$ cat src/rtl/mem_pkg.sv
// Shared definitions for the memory-access stage: access encodings, FSM states,
// and the alignment rule used to suppress illegal requests.
package mem_pkg;

   localparam int XLEN = 32;

   localparam logic [2:0] F3_LB  = 3'b000;
   localparam logic [2:0] F3_LH  = 3'b001;
   localparam logic [2:0] F3_LW  = 3'b010;
   localparam logic [2:0] F3_LBU = 3'b100;
   localparam logic [2:0] F3_LHU = 3'b101;
   localparam logic [2:0] F3_SB  = 3'b000;
   localparam logic [2:0] F3_SH  = 3'b001;
   localparam logic [2:0] F3_SW  = 3'b010;

   typedef enum logic {IDLE, WAIT_RSP} state_t;

   // Size comes from funct3[1:0]; any size code other than byte/half is word-sized.
   function automatic logic is_misaligned(input logic [2:0] funct3, input logic [1:0] off);
      logic mis;
      case (funct3[1:0])
         2'b00:   mis = 1'b0;
         2'b01:   mis = off[0];
         default: mis = |off;
      endcase
      return mis;
   endfunction

endpackage

$ cat src/rtl/lsu_align.sv
// Byte-lane steering: store data/byte-enable generation and load
// extraction with sign/zero extension.
module lsu_align
   import mem_pkg::*;
(
   input  logic [2:0]      st_funct3,
   input  logic [1:0]      st_off,
   input  logic [XLEN-1:0] st_data,
   output logic [3:0]      st_be,
   output logic [XLEN-1:0] st_wdata,
   input  logic [2:0]      ld_funct3,
   input  logic [1:0]      ld_off,
   input  logic [XLEN-1:0] ld_word,
   output logic [XLEN-1:0] ld_data
);

   logic [XLEN-1:0]        ld_shift;
   logic signed [7:0]      ld_byte;
   logic signed [15:0]     ld_half;
   logic signed [XLEN-1:0] byte_sx;
   logic signed [XLEN-1:0] half_sx;

   always_comb begin
      st_be    = 4'b1111;
      st_wdata = st_data;
      case (st_funct3)
         F3_SB: begin
            st_be    = 4'b0001 << st_off;
            st_wdata = {4{st_data[7:0]}};
         end
         F3_SH: begin
            st_be    = 4'b0011 << st_off;
            st_wdata = {2{st_data[15:0]}};
         end
         default: ;
      endcase
   end

   // Move the addressed lane down to bit 0 before extension.
   assign ld_shift = ld_word >> {ld_off, 3'b000};
   assign ld_byte  = ld_shift[7:0];
   assign ld_half  = ld_shift[15:0];
   assign byte_sx  = ld_byte;
   assign half_sx  = ld_half;

   always_comb begin
      ld_data = ld_word;
      case (ld_funct3)
         F3_LB:   ld_data = byte_sx;
         F3_LBU:  ld_data = {24'd0, ld_shift[7:0]};
         F3_LH:   ld_data = half_sx;
         F3_LHU:  ld_data = {16'd0, ld_shift[15:0]};
         default: ld_data = ld_word;
      endcase
   end

endmodule

$ cat src/rtl/mem_stage.sv
// MEM pipeline stage: issues data-memory requests, stalls upstream while a
// request or load response is outstanding, and registers results into WB.
module mem_stage
   import mem_pkg::*;
(
   input  logic            i_clk,
   input  logic            i_reset,
   input  logic            MEM_valid,
   input  logic [XLEN-1:0] MEM_alu_data,
   input  logic [XLEN-1:0] MEM_rs2_data,
   input  logic [XLEN-1:0] MEM_pc,
   input  logic [1:0]      MEM_wb_sel,
   input  logic [4:0]      MEM_rd_addr,
   input  logic            MEM_rd_wren,
   input  logic            MEM_mem_rden,
   input  logic            MEM_mem_wren,
   input  logic [2:0]      MEM_funct3,
   output logic            o_dmem_req,
   output logic            o_dmem_we,
   output logic [XLEN-1:0] o_dmem_addr,
   output logic [XLEN-1:0] o_dmem_wdata,
   output logic [3:0]      o_dmem_be,
   input  logic            i_dmem_ready,
   input  logic            i_dmem_rvalid,
   input  logic [XLEN-1:0] i_dmem_rdata,
   output logic            o_mem_stall,
   output logic            WB_valid,
   output logic            WB_rd_wren,
   output logic [4:0]      WB_rd_addr,
   output logic [1:0]      WB_wb_sel,
   output logic [XLEN-1:0] WB_alu_data,
   output logic [XLEN-1:0] WB_ld_data,
   output logic [XLEN-1:0] WB_pc,
   output logic            o_misaligned
);

   state_t          state_p0;
   logic [1:0]      ld_off_p1;
   logic [2:0]      ld_funct3_p1;

   logic            mem_op;
   logic            mis;
   logic            in_idle;
   logic            req;
   logic            ld_accept;
   logic            stall;
   logic [3:0]      st_be;
   logic [XLEN-1:0] st_wdata;
   logic [XLEN-1:0] ld_ext;

   lsu_align u_align (
      .st_funct3 (MEM_funct3),
      .st_off    (MEM_alu_data[1:0]),
      .st_data   (MEM_rs2_data),
      .st_be     (st_be),
      .st_wdata  (st_wdata),
      .ld_funct3 (ld_funct3_p1),
      .ld_off    (ld_off_p1),
      .ld_word   (i_dmem_rdata),
      .ld_data   (ld_ext)
   );

   // MEM stage: request issue and stall decision
   assign mem_op    = MEM_valid & (MEM_mem_rden | MEM_mem_wren);
   assign mis       = mem_op & is_misaligned(MEM_funct3, MEM_alu_data[1:0]);
   assign in_idle   = (state_p0 == IDLE);
   assign req       = i_reset & in_idle & mem_op & ~mis;
   assign ld_accept = req & MEM_mem_rden & i_dmem_ready;
   assign stall     = i_reset & (in_idle ? (req & (~i_dmem_ready | MEM_mem_rden))
                                         : ~i_dmem_rvalid);

   assign o_mem_stall  = stall;
   assign o_dmem_req   = req;
   assign o_dmem_we    = req & MEM_mem_wren;
   assign o_dmem_addr  = req ? {MEM_alu_data[XLEN-1:2], 2'b00} : '0;
   assign o_dmem_be    = o_dmem_we ? st_be : 4'b0000;
   assign o_dmem_wdata = o_dmem_we ? st_wdata : '0;

   // Extraction context captured at load acceptance
   always_ff @(posedge i_clk) begin
      if (ld_accept) begin
         ld_off_p1    <= MEM_alu_data[1:0];
         ld_funct3_p1 <= MEM_funct3;
      end
   end

   // WB stage register and FSM
   always_ff @(posedge i_clk or negedge i_reset) begin
      if (!i_reset) begin
         state_p0     <= IDLE;
         WB_valid     <= 1'b0;
         WB_rd_wren   <= 1'b0;
         WB_rd_addr   <= '0;
         WB_wb_sel    <= '0;
         WB_alu_data  <= '0;
         WB_ld_data   <= '0;
         WB_pc        <= '0;
         o_misaligned <= 1'b0;
      end else begin
         case (state_p0)
            IDLE: begin
               if (ld_accept) state_p0 <= WAIT_RSP;
               if (stall) begin
                  WB_valid     <= 1'b0;
                  WB_rd_wren   <= 1'b0;
                  o_misaligned <= 1'b0;
               end else begin
                  WB_valid     <= MEM_valid;
                  WB_rd_wren   <= MEM_valid & MEM_rd_wren & ~mis;
                  WB_rd_addr   <= MEM_rd_addr;
                  WB_wb_sel    <= MEM_wb_sel;
                  WB_alu_data  <= MEM_alu_data;
                  WB_pc        <= MEM_pc;
                  WB_ld_data   <= '0;
                  o_misaligned <= mis;
               end
            end
            WAIT_RSP: begin
               o_misaligned <= 1'b0;
               if (i_dmem_rvalid) begin
                  state_p0    <= IDLE;
                  WB_valid    <= 1'b1;
                  WB_rd_wren  <= MEM_rd_wren;
                  WB_rd_addr  <= MEM_rd_addr;
                  WB_wb_sel   <= MEM_wb_sel;
                  WB_alu_data <= MEM_alu_data;
                  WB_pc       <= MEM_pc;
                  WB_ld_data  <= ld_ext;
               end else begin
                  WB_valid    <= 1'b0;
                  WB_rd_wren  <= 1'b0;
               end
            end
            default: state_p0 <= IDLE;
         endcase
      end
   end

endmodule
$ cat config.mk
export PLATFORM = sky130hd
export DESIGN_NAME = mem_stage
export DESIGN_NICKNAME = d
export VERILOG_FILES = /design/src/rtl/mem_pkg.sv /design/src/rtl/lsu_align.sv /design/src/rtl/mem_stage.sv
export SDC_FILE = /design/constraint.sdc
export NUM_CORES = 1
export LEC_CHECK = 0
export CORE_AREA = 3 3 124 126
export CTS_CLUSTER_SIZE = 24
export DETAILED_ROUTE_END_ITERATION = 8
export DIE_AREA = 0 0 127 129
export DONT_BUFFER_PORTS = 1
export PLACE_DENSITY = 0.63
export SYNTH_ARGS = -nofsm -noshare
export SYNTH_HDL_FRONTEND = slang
export SYNTH_SLANG_ARGS = --single-unit
$ cat constraint.sdc
create_clock -name i_clk -period 2.1 [get_ports i_clk]
set_input_delay 0.42 -clock i_clk [delete_from_list [all_inputs] [get_ports i_clk]]
set_output_delay 0.42 -clock i_clk [all_outputs]
set_load 0.03 [all_outputs]
==> reports/results.txt, run 1 <==
Clock sinks -> 112
Layout Nets -> 700
Min-Delay Path Class -> in2async
DRT Pass-1 Iters -> 5
Worst reg2reg startpoint -> ld_off_p1[1]
Ys async rst share -> 95.5%
Critical Path Max Stage Delay -> 0.41 ns
Dominant synthesized flop cell -> dfrtp_1
Number of placement rows -> 44
Vias per Instance -> 5.91
Worst path buffer plus inverter count -> 2
Max_slew headroom -> 36.6%
Worst EP required -> 1.68 ns
Area share of the leading cell type in the synthesized netlist -> 46.8%
Final hold violation count -> 107
Root buffer cell -> clkbuf_16
Final cell count without fillers -> 743
RSZ-0062 raised after global routing -> true
Count of final setup violators -> 60
H-tree levels -> 3
Hold_ws -> -0.246 ns
Initial antenna violation count -> 0
Leakage -> 0.00321 uW
Crit-path leading delay family -> simple AND/OR/NAND/NOR gates
CTS buffer count -> 9
P per Cell Area -> 872 nW/um^2
Final clock skew -> 0.00929 ns
Slew Viols, Final -> 0
Crit path time final -> 2.25 ns
First-pass GRT wire length -> 26,300 um
Most frequent cells in the layout -> dfrtp_1 (107), mux2_2 (49), o21ai_0 (36)
Routed length per instance -> 24.2 um
CP Capture Type -> primary output
Fill count -> 1,224
Final WL -> 18,000 um
Total power -> 6510 uW
Syn Area/Cell -> 11.4 sq um
Share of post-route cells with drive strength above 1 -> 43.8%
N_diodes -> 0
Die Height -> 129 um
Critical Path AT -> 1.83 ns
Dpl cell area -> 6660 sq um
Gr ovfl total -> 0
Number of remaining DRC errors -> 0
Horiz. Die Dim -> 127 um
Worst r2r dst -> WB_ld_data[23]
Die ar. -> 16,400 sq um
Vias in the first global route -> 4,557
Post-synthesis sequential area ratio -> 49.4%
Crit path kind -> reg2out
Total negative slack -> -5.94 ns
Design area -> 7460 sq um
CP Cell Sequence -> nor2b_2 -> and4_1 -> nand2_2 -> buf_12 -> a211oi_2 -> buf_4
Total GRT Usage -> 20.4%
Placed insts -> 716
Slowest-stage cell, CP -> dfrtp_1
Max cap viols -> 0
HPWL after detailed placement -> 12,600 um
Area growth from synthesis to layout -> 30.4%
Initial Util -> 39.7%
Failing checks -> negative hold slack, negative setup slack
Synth area leaders -> dfrtp_1 (47%), mux2_2 (9.6%), mux2_4 (5.8%)
Mapped Cells -> 504
Most common cell after layout, fill and taps aside -> dfrtp_1
Distinct cells, synth -> 48
Register-to-Register Setup Slack -> 0.11 ns
CTS tree -> done
Synth area leader -> dfrtp_1
Post-synth EDFFs -> 5
CP Max Fanout -> 14
Yosys reg bits -> 112
Port Buffers -> 0
Final ANT Viol Nets -> 0
Iter 0 DRT Violations -> 264
Routability cong. -> 0.971
Cell Area, Synth -> 5720 sq um
Worst setup margin -> -0.149 ns
Vias -> 4,390
Worst R2R Path Depth -> 4
Clk_lat worst skew -> 0.35 ns
Clk pin slew, worst setup/hold paths -> 0.08 ns
Worst vdd ir -> 467 uV
Final Cycle Share -> 107%
Clock Path Buffers -> 2
Worst Max-Slew Pin Slew -> 0.946 ns
Max Fclk -> 445 MHz
Pin count of the biggest net entering global routing -> 111
# IOs -> 323
Status -> complete, but fails checks
CP startpoint kind -> register
Yosys warnings -> 0
Core area -> 14,400 sq um
## power by group
part | total (uW) | internal (uW) | leakage (uW) | switching, uW
clock | 1710 | 843 | 0.000146 | 870
sequential | 3430 | 2490 | 0.00136 | 934
combinational | 1370 | 708 | 0.00170 | 659
## sequential cells by signal, summed over array words and instances (netlist names)
register      cells
ld_funct3_p1      3
WB_pc            32
ld_off_p1         2
WB_alu_data      32
WB_rd_wren        1
WB_valid          1
o_misaligned      1
WB_wb_sel         2
state_p0          1
WB_ld_data       32
WB_rd_addr        5
## cells in the mapped netlist, drive strengths merged (2+ instances only)
| cell type | n |
|---|---|
| a211oi | 9 |
| a21o | 6 |
| a21oi | 24 |
| a2bb2oi | 14 |
| a31oi | 7 |
| and2 | 32 |
| and3 | 8 |
| buf | 24 |
| clkbuf | 17 |
| dfrtp | 107 |
| edfxtp | 5 |
| inv | 13 |
| mux2 | 71 |
| mux2i | 18 |
| nand2 | 27 |
| nand2b | 2 |
| nand3 | 2 |
| nand4 | 2 |
| nor2 | 21 |
| nor2b | 9 |
| o21ai | 37 |
| o221ai | 14 |
| o2bb2ai | 16 |
| or2 | 2 |
## worst max path at each step
| stage | from | endpoint | slack (ns) | cells after the start |
|---|---|---|---|---|
| detailed placement | MEM_valid | o_dmem_wdata[24] | 0.03 | 6 |
| finish | state_p0 | o_dmem_wdata[29] | -0.15 | 6 |
| global placement | MEM_valid | o_dmem_wdata[28] | 0.13 | 6 |
| CTS | state_p0 | o_dmem_addr[2] | -0.10 | 8 |
| global route | state_p0 | o_dmem_addr[22] | -0.21 | 8 |
| floorplan | MEM_valid | o_dmem_wdata[24] | -0.22 | 5 |
## layout make-up
type,instances,area (sq um),area share [%]
Multi-Input combinational cell,338,2940,39.4
Inverter,14,52.6,0.705
Clock inverter,7,71.3,0.956
Sequential cell,112,2830,37.9
Timing Repair Buffer,79,1110,14.9
Clock buffer,9,225,3.02
Tap cell,184,230,3.09
## stage by stage
step / utilization (%) / hold WS (ns) / setup slack [ns]
after CTS: 49.8 / -0.267 / -0.101
after detailed placement: 46.2 / 0.127 / 0.0301
final: 51.7 / -0.246 / -0.149
after floorplan: - / 0.124 / -0.217
after global routing: 51.7 / -0.273 / -0.208
after global placement: 46.2 / 0.127 / 0.129
## metal layers
metal  global-route usage, %  part of all wire (%)  vias to the layer above
met5                       0                     0                        -
li1                        -                     -                     1910
met2                    34.5                    51                      267
met4                    5.36                   1.2                        0
met1                    23.5                    37                     2194
met3                    9.22                    11                       19
## logic make-up (layout without fill, tap and decap cells)
kind of cell              Yosys count  after routing  synth area share, %
AOI/OAI and AO/OA                 134            134                 16.1
DFF                               112            112                 49.4
and+or+nand+nor                   111            111                 10.5
muxes                              90             90                 19.0
buffers and inverters              55            109                 4.79
other                               1              2               0.0655
xor gates and xnor gates            1              1                0.153
## what timing repair did
action | CTS | global route
endpoints found under the setup margin | 69 | 69
pin swaps | 21 | 13
hold endpoints to repair | 107 | 107
gates cloned | 2 | 3
buffers inserted | 6 | 1
gates resized for setup | 47 | 54
No activity file was read; power rests on OpenSTA's default activity.
==> run 2: changes to the inputs <==
CORE_AREA = 3 3 125 127   (was 3 3 124 126)
DIE_AREA = 0 0 128 130   (was 0 0 127 129)
PLACE_DENSITY = not set   (was 0.63)
PLACE_DENSITY_LB_ADDON = 0.1   (was not set)
SYNTH_HIERARCHICAL = 1   (was not set)
clock period = 2.2 ns   (was 2.1 ns; I/O delays follow)
==> reports/results.txt, run 2 <==
Max_slew headroom -> 64.8% (+28 points)
Synth area leaders -> dfrtp_1 (44%), mux2_2 (21%), and2_1 (6.8%)
Slew Viols, Final -> 0 (unchanged)
Vias in the first global route -> 4,619 (+1.4%)
Clock sinks -> 112 (unchanged)
H-tree levels -> 3 (unchanged)
Multi-input gate area -> 3100 sq um (+5.4%)
CP Cell Sequence -> nor2b_4 -> nand2_4 -> nor3b_4 -> buf_12 -> and2_1 -> buf_12
Ys async rst share -> 95.5% (unchanged)
Total GRT Usage -> 19.8% (-0.57 points)
Min-Delay Path Class -> in2async
CP Capture Type -> primary output
Routability cong. -> 0.792 (-18%)
Worst path buffer plus inverter count -> 2 (unchanged)
Syn Area/Cell -> 11.3 sq um (-0.79%)
Yosys reg bits -> 112 (unchanged)
Worst Max-Slew Pin Slew -> 0.527 ns (-0.419 ns)
Synth top cells by count -> mux2_2 (114), dfrtp_1 (107), and2_1 (67)
Top Usage Layer GRT -> met2
Layout Nets -> 745 (+6.4%)
Die ar. -> 16,600 sq um (+1.6%)
Max Fclk -> 449 MHz
Setup WS pre-CTS -> 0.0239 ns (-0.00622 ns)
Status -> complete, but fails checks
RSZ-0062 raised after global routing -> true
DRT Pass-1 Iters -> 4 (-1)
Critical Path Most Common Cell -> buf_12
N_diodes -> 0 (unchanged)
Met3 Usage GRT -> 7.20% (-2.0 points)
Cell Area, Synth -> 6140 sq um (+7.3%)
Share of post-route cells with drive strength above 1 -> 42.2% (-1.6 points)
Hold_ws -> -0.227 ns (+0.0194 ns)
Area share of the leading cell type in the synthesized netlist -> 43.6% (-3.2 points)
Fill count -> 1,240 (+1.3%)
Final hold violation count -> 107 (unchanged)
Register-to-Register Setup Slack -> 0.09 ns (-0.02 ns)
Final Cycle Share -> 101%
Most common cell after layout, fill and taps aside -> mux2_2
Vias -> 4,373 (-0.39%)
GR Util met2 -> 35.0% (+0.50 points)
Number of remaining DRC errors -> 0 (unchanged)
Crit path time final -> 2.23 ns
Total negative slack -> -0.512 ns (+5.42 ns)
CP Max Fanout -> 37 (+23)
Crit path kind -> reg2out
P per Cell Area -> 620 nW/um^2 (-29%)
Final WL -> 17,000 um (-5.3%)
Initial antenna violation count -> 0 (unchanged)
Worst reg2reg startpoint -> ld_off_p1[1]
Worst r2r dst -> WB_ld_data[27]
Final clock skew -> 0.00995 ns (+0.000661 ns)
HPWL after detailed placement -> 13,000 um (+2.7%)
Met1 usage -> 23.0% (-0.54 points)
Distinct cells, synth -> 42 (-13%)
Final ANT Viol Nets -> 0 (unchanged)
Die Height -> 130 um (+0.78%)
Biggest regs -> WB_alu_data: 32 flops, WB_ld_data: 32 flops, WB_pc: 32 flops
Worst R2R Path Depth -> 7 (+3)
Flip-flop and latch area -> 2830 sq um (unchanged)
Worst setup margin -> -0.0276 ns (+0.122 ns)
CTS buffer count -> 9 (unchanged)
Final cell count without fillers -> 788 (+6.1%)
Critical Path Max Stage Delay -> 0.42 ns (about the same)
Post-synth EDFFs -> 5 (unchanged)
Critical Path AT -> 1.79 ns (-0.04 ns)
Leakage -> 0.00345 uW (+7.5%)
Yosys warnings -> 6 (+6)
Dpl cell area -> 7360 sq um (+11%)
Initial Util -> 42.2% (+2.6 points)
CTS tree -> done
Crit-path leading delay family -> simple AND/OR/NAND/NOR gates
Design area -> 7830 sq um (+5.0%)
Gr ovfl total -> 0 (unchanged)
Root buffer cell -> clkbuf_16
Clk_lat worst skew -> 0.35 ns (about the same)
Worst EP required -> 1.76 ns (+0.08 ns)
Number of placement rows -> 44 (unchanged)
Pin count of the biggest net entering global routing -> 110 (-0.90%)
Clk pin slew, worst setup/hold paths -> 0.08 ns (about the same)
Mapped Cells -> 545 (+8.1%)
CP startpoint kind -> register
Synth area leader -> dfrtp_1
Routed length per instance -> 21.6 um (-11%)
Post-synthesis sequential area ratio -> 46.1% (-3.4 points)
Total power -> 4860 uW (-25%)
Max cap viols -> 0 (unchanged)
Dominant synthesized flop cell -> dfrtp_1
First-pass GRT wire length -> 25,800 um (-1.7%)
Most frequent cells in the layout -> mux2_2 (114), dfrtp_1 (107), nand2_1 (49)
Area growth from synthesis to layout -> 27.6%
Slowest-stage cell, CP -> dfrtp_1
Worst vdd ir -> 445 uV (-4.8%)
Count of final setup violators -> 22 (-63%)
# IOs -> 323 (unchanged)
Core area -> 14,500 sq um (+0.76%)
Vias per Instance -> 5.55 (-6.1%)
Failing checks -> negative hold slack, negative setup slack
Clock Path Buffers -> 2 (unchanged)
Most common cell in the netlist -> mux2_2
Horiz. Die Dim -> 128 um (+0.79%)
Port Buffers -> 0 (unchanged)
Placed insts -> 771 (+7.7%)
Iter 0 DRT Violations -> 158 (-40%)
-- run 2: layout make-up --
type                    count  share of cell area [%]
clock inverters             7                    1.07
well taps                 184                    2.94
clock buffers               9                    2.88
flip-flops and latches    112                    36.1
inverters                   6                   0.288
multi-input cells         382                    39.5
repair buffers             88                    17.2
-- run 2: what timing repair did --
action,CTS,global route
setup buffers,0,1
pin swaps,1,2
resized for setup,26,21
endpoints found under the hold margin,107,107
setup endpoints to repair,49,67
-- run 2: metal layers --
metal,vias to the layer above,share of wire [%]
met5,-,0
met1,2162,37
li1,2015,-
met4,0,1.2
met2,180,53
met3,16,8.6
-- run 2: kinds of logic (layout without fill, tap and decap cells) --
family | count (synthesis) | in the layout | synth area share (%)
mux | 137 | 137 | 25.0
compound gates | 87 | 87 | 10.5
buf+inv | 52 | 110 | 4.91
flops | 112 | 112 | 46.1
simple gates | 156 | 156 | 13.5
other cells | 1 | 2 | 0.0611
-- run 2: worst max path at each step --
stage / cells after the start / end / startpoint / slack (ns)
floorplan: 5 / o_mem_stall / MEM_funct3[1] / 0.03
global placement: 6 / o_dmem_addr[24] / MEM_funct3[1] / 0.04
detailed placement: 6 / o_dmem_addr[24] / MEM_funct3[1] / 0.02
CTS: 6 / o_dmem_wdata[28] / state_p0 / -0.05
global route: 6 / o_dmem_wdata[30] / state_p0 / -0.13
finish: 6 / o_dmem_wdata[7] / state_p0 / -0.03
-- run 2: through the flow --
stage | utilization (%) | hold WS, ns
6_report | 53.9 | -0.227
2_1_floorplan | - | 0.144
3_3_place_gp | 50.7 | 0.147
3_5_place_dp | 50.7 | 0.147
4_1_cts | 53.3 | -0.243
5_1_grt | 53.9 | -0.250
-- run 2: power breakdown --
group          leakage [uW]  total, uW  internal [uW]  switching [uW]
registers           0.00137       2530           2190             342
logic               0.00192        616            343             273
clock network      0.000154       1710            909             801
